### src/rtl/lsu_pkg.sv
// Shared size encodings, FSM states and lane helpers for the load/store unit.
package lsu_pkg;

    localparam logic [1:0] SZ_B = 2'b00;
    localparam logic [1:0] SZ_H = 2'b01;
    localparam logic [1:0] SZ_W = 2'b10;

    typedef enum logic [1:0] {
        IDLE,
        ACC0,
        ACC1,
        RESP
    } state_t;

    // The reserved size encoding behaves as a word everywhere.
    function automatic logic [3:0] bytemask(input logic [1:0] size);
        case (size)
            SZ_B:    bytemask = 4'b0001;
            SZ_H:    bytemask = 4'b0011;
            default: bytemask = 4'b1111;
        endcase
    endfunction

    function automatic logic [2:0] nbytes(input logic [1:0] size);
        case (size)
            SZ_B:    nbytes = 3'd1;
            SZ_H:    nbytes = 3'd2;
            default: nbytes = 3'd4;
        endcase
    endfunction

endpackage

### src/rtl/lsu_if.sv
// Core request/response handshake plus the data_mem port of the load/store unit.
interface lsu_if;

    logic        req_valid;
    logic        req_ready;
    logic        req_we;
    logic [1:0]  req_size;
    logic        req_unsigned;
    logic [31:0] req_addr;
    logic [31:0] req_wdata;

    logic        rsp_valid;
    logic [31:0] rsp_rdata;
    logic        rsp_err;

    logic [31:0] mem_addr;
    logic [31:0] mem_wdata;
    logic [3:0]  mem_wmask;
    logic        mem_ren;
    logic        mem_wen;
    logic [31:0] mem_rdata;
    logic        mem_rvalid;

    // The LSU sits in the middle, so the master side is the core plus data_mem.
    modport slave (
        input  req_valid, req_we, req_size, req_unsigned, req_addr, req_wdata,
        input  mem_rdata, mem_rvalid,
        output req_ready, rsp_valid, rsp_rdata, rsp_err,
        output mem_addr, mem_wdata, mem_wmask, mem_ren, mem_wen
    );

    modport master (
        output req_valid, req_we, req_size, req_unsigned, req_addr, req_wdata,
        output mem_rdata, mem_rvalid,
        input  req_ready, rsp_valid, rsp_rdata, rsp_err,
        input  mem_addr, mem_wdata, mem_wmask, mem_ren, mem_wen
    );

endinterface

### src/rtl/lsu_align.sv
// Combinational lane steering: store mask/data shifting and load merge with extension.
module lsu_align
    import lsu_pkg::*;
(
    input  logic [1:0]  size,
    input  logic        uns,
    input  logic [1:0]  off,
    input  logic        phase,
    input  logic [31:0] wdata,
    input  logic [31:0] lo_word,
    input  logic [31:0] hi_word,
    output logic [3:0]  wmask,
    output logic [31:0] wdata_lane,
    output logic [31:0] rdata
);

    logic [5:0]  lo_sh;
    logic [5:0]  hi_sh;
    logic [2:0]  hi_lanes;
    logic [3:0]  bm;
    logic [31:0] merged;

    assign bm       = bytemask(size);
    assign lo_sh    = {1'b0, off, 3'b000};
    assign hi_sh    = 6'd32 - lo_sh;
    assign hi_lanes = 3'd4 - {1'b0, off};

    // A shift of 32 clears the high word, so aligned loads ignore hi_word.
    always_comb begin
        wmask      = phase ? (bm >> hi_lanes) : (bm << off);
        wdata_lane = phase ? (wdata >> hi_sh) : (wdata << lo_sh);
        merged     = (lo_word >> lo_sh) | (hi_word << hi_sh);
        case (size)
            SZ_B:    rdata = {{24{~uns & merged[7]}}, merged[7:0]};
            SZ_H:    rdata = {{16{~uns & merged[15]}}, merged[15:0]};
            default: rdata = merged;
        endcase
    end

endmodule

### src/rtl/lsu_ctrl.sv
// Load/store unit FSM: accepts core requests, drives data_mem for one or two
// word accesses and returns a registered single-cycle response.
module lsu_ctrl
    import lsu_pkg::*;
#(
    parameter bit SPLIT_EN = 1'b1
) (
    input logic  clk,
    input logic  rst_n,
    lsu_if.slave bus
);

    state_t      state;
    logic [31:0] addr_q;
    logic [1:0]  size_q;
    logic        we_q;
    logic        uns_q;
    logic [31:0] wdata_q;
    logic        cross_q;
    logic [31:0] word0_q;

    logic        rsp_valid_q;
    logic        rsp_err_q;
    logic [31:0] rsp_rdata_q;

    logic [1:0]  req_off;
    logic        misaligned;
    logic        crossing;
    logic        in_acc;
    logic        phase1;
    logic        advance;
    logic [31:0] base;
    logic [31:0] lo_word;
    logic [31:0] hi_word;
    logic [3:0]  lane_mask;
    logic [31:0] lane_wdata;
    logic [31:0] load_data;

    assign req_off    = bus.req_addr[1:0];
    assign misaligned = ((bus.req_size == SZ_H) && req_off[0]) ||
                        ((bus.req_size != SZ_B) && (bus.req_size != SZ_H) && (req_off != 2'b00));
    assign crossing   = ({1'b0, req_off} + nbytes(bus.req_size)) > 3'd4;

    assign in_acc  = (state == ACC0) || (state == ACC1);
    assign phase1  = (state == ACC1);
    assign advance = we_q | bus.mem_rvalid;
    assign base    = {addr_q[31:2], 2'b00};

    // In ACC1 the first word is already captured and memory supplies the high lanes.
    assign lo_word = phase1 ? word0_q : bus.mem_rdata;
    assign hi_word = phase1 ? bus.mem_rdata : 32'h0;

    lsu_align u_align (
        .size       (size_q),
        .uns        (uns_q),
        .off        (addr_q[1:0]),
        .phase      (phase1),
        .wdata      (wdata_q),
        .lo_word    (lo_word),
        .hi_word    (hi_word),
        .wmask      (lane_mask),
        .wdata_lane (lane_wdata),
        .rdata      (load_data)
    );

    // Decoded from state so an asynchronous reset kills a write immediately.
    assign bus.mem_addr  = !in_acc ? 32'h0 : (phase1 ? base + 32'd4 : base);
    assign bus.mem_wmask = in_acc ? lane_mask : 4'h0;
    assign bus.mem_wdata = in_acc ? lane_wdata : 32'h0;
    assign bus.mem_ren   = in_acc & ~we_q;
    assign bus.mem_wen   = in_acc & we_q;
    assign bus.req_ready = (state == IDLE);

    assign bus.rsp_valid = rsp_valid_q;
    assign bus.rsp_err   = rsp_err_q;
    assign bus.rsp_rdata = rsp_rdata_q;

    always_ff @(posedge clk or negedge rst_n) begin
        if (!rst_n) begin
            state       <= IDLE;
            addr_q      <= 32'h0;
            size_q      <= SZ_B;
            we_q        <= 1'b0;
            uns_q       <= 1'b0;
            wdata_q     <= 32'h0;
            cross_q     <= 1'b0;
            word0_q     <= 32'h0;
            rsp_valid_q <= 1'b0;
            rsp_err_q   <= 1'b0;
            rsp_rdata_q <= 32'h0;
        end else begin
            rsp_valid_q <= 1'b0;
            rsp_err_q   <= 1'b0;
            rsp_rdata_q <= 32'h0;
            case (state)
                IDLE: begin
                    if (bus.req_valid) begin
                        addr_q  <= bus.req_addr;
                        size_q  <= bus.req_size;
                        we_q    <= bus.req_we;
                        uns_q   <= bus.req_unsigned;
                        wdata_q <= bus.req_wdata;
                        cross_q <= crossing;
                        word0_q <= 32'h0;
                        if (misaligned && !SPLIT_EN) begin
                            state       <= RESP;
                            rsp_valid_q <= 1'b1;
                            rsp_err_q   <= 1'b1;
                        end else begin
                            state <= ACC0;
                        end
                    end
                end
                ACC0: begin
                    if (advance) begin
                        word0_q <= bus.mem_rdata;
                        if (cross_q) begin
                            state <= ACC1;
                        end else begin
                            state       <= RESP;
                            rsp_valid_q <= 1'b1;
                            rsp_rdata_q <= we_q ? 32'h0 : load_data;
                        end
                    end
                end
                ACC1: begin
                    if (advance) begin
                        state       <= RESP;
                        rsp_valid_q <= 1'b1;
                        rsp_rdata_q <= we_q ? 32'h0 : load_data;
                    end
                end
                default: begin
                    state <= IDLE;
                end
            endcase
        end
    end

endmodule

### src/flat_wrapper.sv
// flat-port wrapper written by rule: the top's interface ports become plain ports
module lsu_ctrl_flat import lsu_pkg::*;
#(
    parameter bit SPLIT_EN = 1'b1
)
  (clk, rst_n, bus_req_valid, bus_req_we, bus_req_size, bus_req_unsigned, bus_req_addr, bus_req_wdata, bus_mem_rdata, bus_mem_rvalid, bus_req_ready, bus_rsp_valid, bus_rsp_rdata, bus_rsp_err, bus_mem_addr, bus_mem_wdata, bus_mem_wmask, bus_mem_ren, bus_mem_wen);
  lsu_if bus_i ();
  input logic clk;
  input logic rst_n;
  input wire logic [$bits(bus_i.req_valid)-1:0] bus_req_valid;
  input wire logic [$bits(bus_i.req_we)-1:0] bus_req_we;
  input wire logic [$bits(bus_i.req_size)-1:0] bus_req_size;
  input wire logic [$bits(bus_i.req_unsigned)-1:0] bus_req_unsigned;
  input wire logic [$bits(bus_i.req_addr)-1:0] bus_req_addr;
  input wire logic [$bits(bus_i.req_wdata)-1:0] bus_req_wdata;
  input wire logic [$bits(bus_i.mem_rdata)-1:0] bus_mem_rdata;
  input wire logic [$bits(bus_i.mem_rvalid)-1:0] bus_mem_rvalid;
  output wire logic [$bits(bus_i.req_ready)-1:0] bus_req_ready;
  output wire logic [$bits(bus_i.rsp_valid)-1:0] bus_rsp_valid;
  output wire logic [$bits(bus_i.rsp_rdata)-1:0] bus_rsp_rdata;
  output wire logic [$bits(bus_i.rsp_err)-1:0] bus_rsp_err;
  output wire logic [$bits(bus_i.mem_addr)-1:0] bus_mem_addr;
  output wire logic [$bits(bus_i.mem_wdata)-1:0] bus_mem_wdata;
  output wire logic [$bits(bus_i.mem_wmask)-1:0] bus_mem_wmask;
  output wire logic [$bits(bus_i.mem_ren)-1:0] bus_mem_ren;
  output wire logic [$bits(bus_i.mem_wen)-1:0] bus_mem_wen;
  assign bus_i.req_valid = bus_req_valid;
  assign bus_i.req_we = bus_req_we;
  assign bus_i.req_size = bus_req_size;
  assign bus_i.req_unsigned = bus_req_unsigned;
  assign bus_i.req_addr = bus_req_addr;
  assign bus_i.req_wdata = bus_req_wdata;
  assign bus_i.mem_rdata = bus_mem_rdata;
  assign bus_i.mem_rvalid = bus_mem_rvalid;
  assign bus_req_ready = bus_i.req_ready;
  assign bus_rsp_valid = bus_i.rsp_valid;
  assign bus_rsp_rdata = bus_i.rsp_rdata;
  assign bus_rsp_err = bus_i.rsp_err;
  assign bus_mem_addr = bus_i.mem_addr;
  assign bus_mem_wdata = bus_i.mem_wdata;
  assign bus_mem_wmask = bus_i.mem_wmask;
  assign bus_mem_ren = bus_i.mem_ren;
  assign bus_mem_wen = bus_i.mem_wen;
  lsu_ctrl #(.SPLIT_EN(SPLIT_EN)) u_core (.clk(clk), .rst_n(rst_n), .bus(bus_i));
endmodule
### config.mk
export PLATFORM = sky130hd
export DESIGN_NAME = lsu_ctrl_flat
export DESIGN_NICKNAME = d
export VERILOG_FILES = /design/src/rtl/lsu_pkg.sv /design/src/rtl/lsu_if.sv /design/src/rtl/lsu_align.sv /design/src/rtl/lsu_ctrl.sv /design/src/flat_wrapper.sv
export SDC_FILE = /design/constraint.sdc
export NUM_CORES = 1
export LEC_CHECK = 0
export ABC_AREA = 1
export CORE_UTILIZATION = 40
export CTS_CLUSTER_DIAMETER = 50
export CTS_CLUSTER_SIZE = 12
export DETAILED_ROUTE_END_ITERATION = 10
export GPL_TIMING_DRIVEN = 0
export PLACE_DENSITY = 0.64
export SLEW_MARGIN = 20
export SYNTH_ARGS = -nofsm -noshare
export SYNTH_HDL_FRONTEND = slang
export SYNTH_SLANG_ARGS = --single-unit
### constraint.sdc
create_clock -name clk -period 6.1 [get_ports clk]
set_clock_uncertainty 0.1 [all_clocks]
set_input_delay 0.915 -clock clk [delete_from_list [all_inputs] [get_ports clk]]
set_output_delay 0.915 -clock clk [all_outputs]
set_load 0.05 [all_outputs]
# [Word-level counts from Yosys, hierarchy flattened]
# Cells that the tools add are included.
[word_totals] reg_bits=136 word_cells=72 out_inout_bits=105 in_bits=104
[op_classes] eq_ne=7 shifts=6 magnitude_cmp=1 addsub=4 reduce_logical=8 n_mux=28 bitwise=8
[op_table] op="two-way mux 32 bit" n=12
[op_table] op="case mux 32 bit (2 select lines)" n=3
[op_table] op="adder 32 x 3 -> 32 bit (second input constant)" n=1
[op_table] op="bitwise OR 32 bit" n=1
[op_table] op="left shift 32 x 5 -> 32 bit" n=1
[op_table] op="left shift 32 x 6 -> 32 bit" n=1
[op_table] op=">> shifter 32 x 5 -> 32 bit" n=1
[op_table] op=">> shifter 32 x 6 -> 32 bit" n=1
[op_table] op="two-way mux 4 bit" n=2
[op_table] op="case mux 4 bit (2 select lines)" n=1
[op_table] op="equality test 2 x 1 -> 1 bit (second input constant)" n=3
[op_table] op="logical NOT 2 bit" n=3
[op_table] op="two-way mux 2 bit" n=3
[op_table] op="case mux 2 bit (3 select lines)" n=1
[op_table] op="case mux 3 bit (2 select lines)" n=1
[op_table] op="AND reduction 3 bit" n=2
[op_table] op="subtractor 6 x 5 -> 6 bit (first input constant)" n=1
[op_table] op="AND 1 bit" n=4
[op_table] op="two-way mux 1 bit" n=4
[op_table] op="!= test 2 bit (second input constant)" n=2
[op_table] op="left shift 4 x 2 -> 4 bit" n=1
[op_table] op=">> shifter 4 x 3 -> 4 bit" n=1
[op_table] op="adder 2 x 3 -> 3 bit" n=1
[op_table] op="> comparator 3 bit (second input constant)" n=1
[op_table] op="9 further kinds" n=10

# [Logic depth before layout (Yosys ltp)]
# Gate-level depths: netlist of the first run.
[logic_depth] ltp_word=10 mapped_depth=15 mapped_depth_nobuf=12

# [By module]
# A second synthesis of the first run with hierarchy kept.
[hier_totals] hier_cells=1657 area_unflattened_um2=10044.6
[by_module_without_submodules] module="lsu_ctrl" area_each_um2=7145.6 seq_area_each_um2=3403.3 n_inst=1 cells_per_inst=1019
[by_module_without_submodules] module="lsu_align" area_each_um2=2899.0 seq_area_each_um2=0.0 n_inst=1 cells_per_inst=638

# [Least setup slack after synthesis of the first run]
# OpenSTA, ideal clock, no wires.
[synth_path] path_type="reg-to-output" startpoint="reg u_core.addr_q[1]" endpoint="out bus_mem_wdata[31]" path_stages_with_launch=11 setup_slack_ns=1.861 arrival_time_ns=3.224 required_ns=5.085 cell_sequence="dfrtp_1 -> clkinv_1 -> clkbuf_1 -> clkbuf_1 -> ha_1 -> inv_2 -> nand2_2 -> inv_2 -> clkbuf_1 -> a21oi_1 -> a211oi_1"
[synth_between] elab_chain_cells=4 elab_cells_between_ends=5
[synth_rtl] element="start: declaration" line="lsu_ctrl.sv:14" text="logic [31:0] addr_q;"
[synth_rtl] element="start signal: assignment" line="lsu_ctrl.sv:98" text="addr_q <= bus.req_addr;"
[synth_rtl] element="subtractor 6 x 5 -> 6 bit" line="lsu_align.sv:25" text="assign hi_sh = 6'd32 - lo_sh;"
[synth_rtl] element=">> shifter 32 x 6 -> 32 bit" line="lsu_align.sv:31" text="wdata_lane = phase ? (wdata >> hi_sh) : (wdata << lo_sh);"
[synth_rtl] element="two-way mux 32 bit (*)" line="lsu_align.sv:31"
[synth_rtl] element="two-way mux 32 bit (*)" line="lsu_ctrl.sv:69" text="assign bus.mem_wdata = in_acc ? lane_wdata : 32'h0;"
[synth_rtl] element="end: declaration" line="flat_wrapper.sv:23" text="output wire logic [$bits(bus_i.mem_wdata)-1:0] bus_mem_wdata;"
# Mark *: on every way between the ends. The rest lies on a longest branch, timed or not.

# [Final worst setup path of the first run]
[layout_path] startpoint="reg u_core.addr_q[1]" endpoint="out bus_mem_wdata[20]"
# The elaborated chain is that of the path after synthesis.

==> metrics.cfg, run 1 <==
[power]
cellPowerDensity_mw_per_mm2=701
p_switching_mw=5.06
pwr-share-seq_pct=17.8
pwr-share-clk_pct=12.3
leakage_nw=5.87
p_sw_share_pct=58.9
ir_worst_vdd_v=0.000386
total_power_mw=8.58
power.internal_mw=3.53
comb_power_share_pct=69.9

[clock_tree]
cts_tree=built
clk_pin_slew_ps=70
post-cts-setup-buffers=0
clock_latency_ps=440
cts_max_level=4
cts_sinks=136
clock_path_buffers=2
cts-root-buf=clkbuf_16
ctsResizeCount=0
postCtsHoldBufs=0
numCtsBuffers=17

[run_status]
status=finished, final reports clean

[critical_path]
worst_ep_arrival_time_ps=4890
critPathKind=reg -> out
cp.required_ps=5080
crit_fanout=10
r2r_slack_ps=2110
start_kind=register
cp-end-kind=primary output

[worst_hold_path]
worstHoldPathType=in -> async

[logic_synthesis]
yosys-top-cells-area=dfrtp_1 37%, nand2_1 18%, o21ai_0 8.6%
yosysWarnings=0
syn_area_mm2=0.00921
synth_compound_area_share_pct=17.5
yosysSeqAreaShare_pct=36.9
netlist-cell-type-count=43
yosys_most_used_dff=dfrtp_1
synthSimpleGateAreaFrac_pct=32.3
ys_seq_elements=136
synthXorXnorAreaFrac_pct=0.380
yosysTopAreaCell=dfrtp_1
syn_inst=1413
synth_top_family_by_area=simple AND/OR/NAND/NOR gates
synth_edf_count=0
synthAdderAreaFrac_pct=1.30
synth.mux.area_fraction_pct=0
postSynthAreaPerCell_um2=6.52
synth_top_area_share_pct=36.9
async_flop_share_pct=100

[final_layout]
fill_cells=2286
drive_above_1_share_pct=5.99
antenna_cells=0
area_growth_syn_to_layout_pct=32.8
num-nets-final=1753
final_area_mm2=0.0122

[floorplan]
fp.dieH_um=154
die-area_mm2=0.0236
start_util_pct=40.7
ioPinCount=209
core_area_mm2=0.0226
die_w_um=154
rows=55

[place]
place_area_mm2=0.0117
dp_slack_ps=696
port_buffers=205
gp_congestion=0.959
dp_hpwl_um=29700

[route]
wl_um=39900
wire_per_inst_um=20.6
drt_iter0_drc=1102
drtPass1Iterations=7
drc_errors=0
dr_total_vias=10700
viasPerCell=5.52
ant_nets=0

[timing]
max_freq_mhz=169
maxSlewHeadroom_pct=39.9
period_share_pct=96.8
layout_min_cycle_time_ps=5910
timing.final.ws_setup_ps=194
hold_viol=0
setup_viol=0
worst_pin_slew_ps=898
slew_viol_final=0
rsz0062_at_grt=false

[flow_run]
drv_cap=0

[global_route]
overflow=0
grt_max_degree=80
track_usage_pct=34.3
grt_pass1_vias=10500
grt_pass1_wl_um=60900
grt_antenna_before_repair=0

area by class of cell:
class	instances	area [µm²]	share of cell area [%]
plain buffers	91	430	3.52
clock buffers	18	439	3.59
clock inverters	14	138	1.12
inverters	167	627	5.12
multi-input cells	1021	4760	38.9
flip-flops and latches	136	3400	27.8
well taps	285	357	2.91
repair buffers	206	2080	17.0
power by group through the flow:
stage	clock (mW)	combinational (mW)	sequential [mW]
floorplan	0	3.71	1.57
global placement	0	5.88	1.52
global route	1.10	6.38	1.56
finish	1.06	6.00	1.53
detailed placement	0	5.89	1.52
CTS	1.06	5.91	1.51
flip-flops by register name (all words and copies together), names as in the netlist:
signal                flops
u_core.addr_q            32
u_core.bus.rsp_rdata     32
u_core.bus.rsp_valid      1
u_core.cross_q            1
u_core.size_q             2
u_core.state              2
u_core.uns_q              1
u_core.wdata_q           32
u_core.we_q               1
u_core.word0_q           32
metal layers:
metal	vias up	global-route usage (%)	share of wire [%]
li1	5024	-	-
met1	4983	43.4	41
met2	592	57.2	46
met3	91	6.85	8.8
met4	0	14.4	3.8
met5	-	0	0
cell usage after synthesis, drive strengths merged, types with 12 or more instances:
cell / instances
nand2: 445
inv: 166
o21ai: 158
dfrtp: 136
nand3: 134
nor2: 99
a21oi: 65
buf: 48
clkbuf: 43
o22ai: 23
nor3: 16
o211ai: 12
worst max-delay path: stages, from the launching register on:
cell and delay (ps):
dfrtp_1 410, clkinv_1 170, clkbuf_1 480, clkbuf_1 520, ha_1 430, inv_2 180, nand2_2 190, inv_2 220
clkbuf_1 580, a32oi_1 200, a21oi_1 230, clkdlybuf4s50_1 850
cell usage in the layout, fill, tap and decap left out, drive strengths merged, types with 12 or more instances in the layout:
cell type,count
dfrtp,136
nor3,16
nor2,99
a21oi,65
o21ai,158
o22ai,23
clkdlybuf4s50,204
nand3,134
buf,50
inv,172
nand2,445
o211ai,12
clkbuf,61
kinds of logic after synthesis:
| logic type | count (synthesis) |
|---|---|
| AO/OA/AOI/OAI | 291 |
| other | 1 |
| adder cells (fa/ha/maj) | 9 |
| buffers and inverters | 258 |
| XOR/XNOR | 4 |
| flip-flops | 136 |
| AND/OR/NAND/NOR | 714 |
stage by stage:
stage	hold WS, ps	instances	utilization, %	TNS [ps]
6_report	303	1938	54.1	0
5_1_grt	333	1938	54.1	0
4_1_cts	311	1938	54.1	0
3_5_place_dp	389	1906	51.5	0
3_3_place_gp	395	1905	51.4	-233880
2_1_floorplan	371	1415	-	0
path summary, 6_finish.rpt:
kind,start,to,cells past startpoint
setup / recovery,u_core.addr_q[1],bus_mem_wdata[20],11
hold / removal,rst_n,u_core.bus.rsp_rdata[6],1
setup reg to reg,u_core.addr_q[1],u_core.bus.rsp_rdata[22],12
hold reg to reg,u_core.addr_q[8],u_core.addr_q[8],2
max in group asynchronous,rst_n,u_core.wdata_q[8],2
min in group clk,u_core.addr_q[8],u_core.addr_q[8],2
Note: power is estimated with default switching activity, not from simulation.
==> inputs of run 2 (changes only) <==
--- a/config.mk
+++ b/config.mk
@@ -13,2 +13,3 @@
 export GPL_TIMING_DRIVEN = 0
+export MAX_ROUTING_LAYER = met4
 export PLACE_DENSITY = 0.64
--- a/constraint.sdc
+++ b/constraint.sdc
@@ -4,2 +4,2 @@
 set_output_delay 0.915 -clock clk [all_outputs]
-set_load 0.05 [all_outputs]
+set_load 0.1 [all_outputs]
==> run 2 against run 1 <==
Compared with the run above:
- global-route usage is 1.1 points higher
- cell area is 0.86% higher
- critical endpoint is now bus_mem_wdata[17]
- setup slack worse by 93 ps
- flip-flop and latch count stayed put
- register-to-register slack worse by 100 ps
- core utilization is 0.46 points higher
- count of clock-buffer cells in the layout stayed put
- final cell count stayed put
- critical path depth stayed put
- worst hold slack worse by 29 ps
- maximum frequency is 1.5% lower
==> metrics.cfg, run 2 (synthesis results as in run 1) <==
[run_status]
status=finished, final reports clean

[place]
place_area_mm2=0.0117  ; unchanged
dp_hpwl_um=30000  ; +0.92%
gp_congestion=0.984  ; +2.6%
numPlacedInstances=1906  ; unchanged
port_buffers=205  ; unchanged

[clock_tree]
cts_tree=built
clk_pin_slew_ps=60  ; about the same
cts_max_level=4  ; unchanged
numCtsBuffers=17  ; unchanged
clock_path_buffers=2  ; unchanged
cts-root-buf=clkbuf_16
cts_sinks=136  ; unchanged
postCtsHoldBufs=0  ; unchanged
clock_latency_ps=440  ; about the same

[critical_path]
start_kind=register
cp-startpoint=u_core.addr_q[1]
worst_ep_arrival_time_ps=4980  ; +90 ps
cp.required_ps=5080  ; about the same
crit_fanout=10  ; unchanged
critPathKind=reg -> out
cp-end-kind=primary output
timing.rr.start=u_core.addr_q[1]

[route]
wl_um=39800  ; -0.24%
viasPerCell=5.52  ; +0.11%
ant_nets=0  ; unchanged
drt_iter0_drc=1086  ; -1.5%
dr_total_vias=10700  ; +0.11%
wire_per_inst_um=20.5  ; -0.24%
drtPass1Iterations=6  ; -1
drc_errors=0  ; unchanged

[timing]
setup_viol=0  ; unchanged
timing.hold.ws_ps=274  ; -29.4 ps
rsz0062_at_grt=false
maxSlewHeadroom_pct=29.0  ; -11 points
max_freq_mhz=167  ; -1.5%
slew_viol_final=0  ; unchanged
hold_viol=0  ; unchanged
period_share_pct=98.3  ; +1.5 points
worst_pin_slew_ps=1060  ; +163 ps
layout_min_cycle_time_ps=6000  ; +92.9 ps
finalSetupTns_ps=0  ; unchanged

[final_layout]
mostFrequentLayoutCells=443 x nand2_1, 184 x clkdlybuf4s50_1, 160 x inv_1, 158 x o21ai_0, 136 x dfrtp_1
antenna_cells=0  ; unchanged
area_growth_syn_to_layout_pct=34.0
final_area_mm2=0.0123  ; +0.86%
num-nets-final=1753  ; unchanged
final_cell_count_no_fill=1938  ; unchanged
drive_above_1_share_pct=5.93  ; -0.060 points
final_common_cell=nand2_1

[global_route]
grt_pass1_vias=10500  ; -0.35%
grt_max_degree=87  ; +8.8%
grt_antenna_before_repair=0  ; unchanged
overflow=0  ; unchanged
track_usage_pct=35.5  ; +1.1 points
grt_pass1_wl_um=61200  ; +0.37%

[floorplan]
die-area_mm2=0.0236  ; unchanged
die_w_um=154  ; unchanged
fp.dieH_um=154  ; unchanged
start_util_pct=40.7  ; unchanged
rows=55  ; unchanged
ioPinCount=209  ; unchanged
core_area_mm2=0.0226  ; unchanged

[flow_run]
drv_cap=0  ; unchanged

[worst_hold_path]
worstHoldPathType=in -> async

[run 2: changes by cell type in the layout (fill, tap and decap cells not counted)]
cell / previous run / this run
clkdlybuf4s50_1: 204 / 184
dlygate4sd2_1: 0 / 11
dlymetal6s2s_1: 0 / 9
bufinv_16: 1 / 6
inv_6: 5 / 2
clkinv_4: 4 / 2
clkbuf_1: 43 / 44
clkbuf_8: 1 / 0
[run 2: layout make-up]
type / count / area [µm²]
fillers: 2275 / 10300
multi-input cells: 1021 / 4760
flip-flops and latches: 136 / 3400
repair buffers: 206 / 2090
inverters: 167 / 627
plain buffers: 91 / 430
clock buffers: 18 / 429
well taps: 285 / 357
clock inverters: 14 / 244
[run 2: stage by stage]
stage	util, %	worst slack (ps)
finish	54.5	101
global route	54.5	13.9
CTS	54.4	19.1
detailed placement	51.5	353
global placement	51.4	-1670
floorplan	-	799
[run 2: path summary, 6_finish.rpt]
kind	end	slack, ps	depth (start not counted)
worst max-delay path	bus_mem_wdata[17]	100	11
worst min-delay path	u_core.bus.rsp_rdata[6]	270	1
worst max register to register	u_core.bus.rsp_rdata[23]	2010	12
worst min register to register	u_core.addr_q[8]	410	2
max in group asynchronous	u_core.addr_q[25]	4850	2
min in group clk	u_core.addr_q[8]	410	2
[run 2: timing repair]
item / CTS / global route
gates resized for setup: 11 / 9
endpoints found under the setup margin: 11 / 9
buffers inserted: 0 / 0
[run 2: layer usage]
metal / GRT usage (%) / wire length, µm / up-vias
met5: - / 0 / -
met4: 15.7 / 1540 / 0
met3: 4.48 / 2920 / 91
met2: 56.8 / 18600 / 558
met1: 45.0 / 16800 / 5032
li1: - / - / 5021
[run 2: critical path, stage by stage, from the launching register on]
cell	delay [ps]
dfrtp_1	420
clkinv_1	170
clkbuf_1	520
clkbuf_1	550
ha_1	430
inv_2	170
nand2_2	180
inv_2	220
clkbuf_1	570
a32oi_1	200
a21oi_1	220
dlygate4sd2_1	890
Power of run 2 is left out: the tool's default activity adds up to more than one toggle a clock period on the data nets, which glitch-free logic cannot reach.
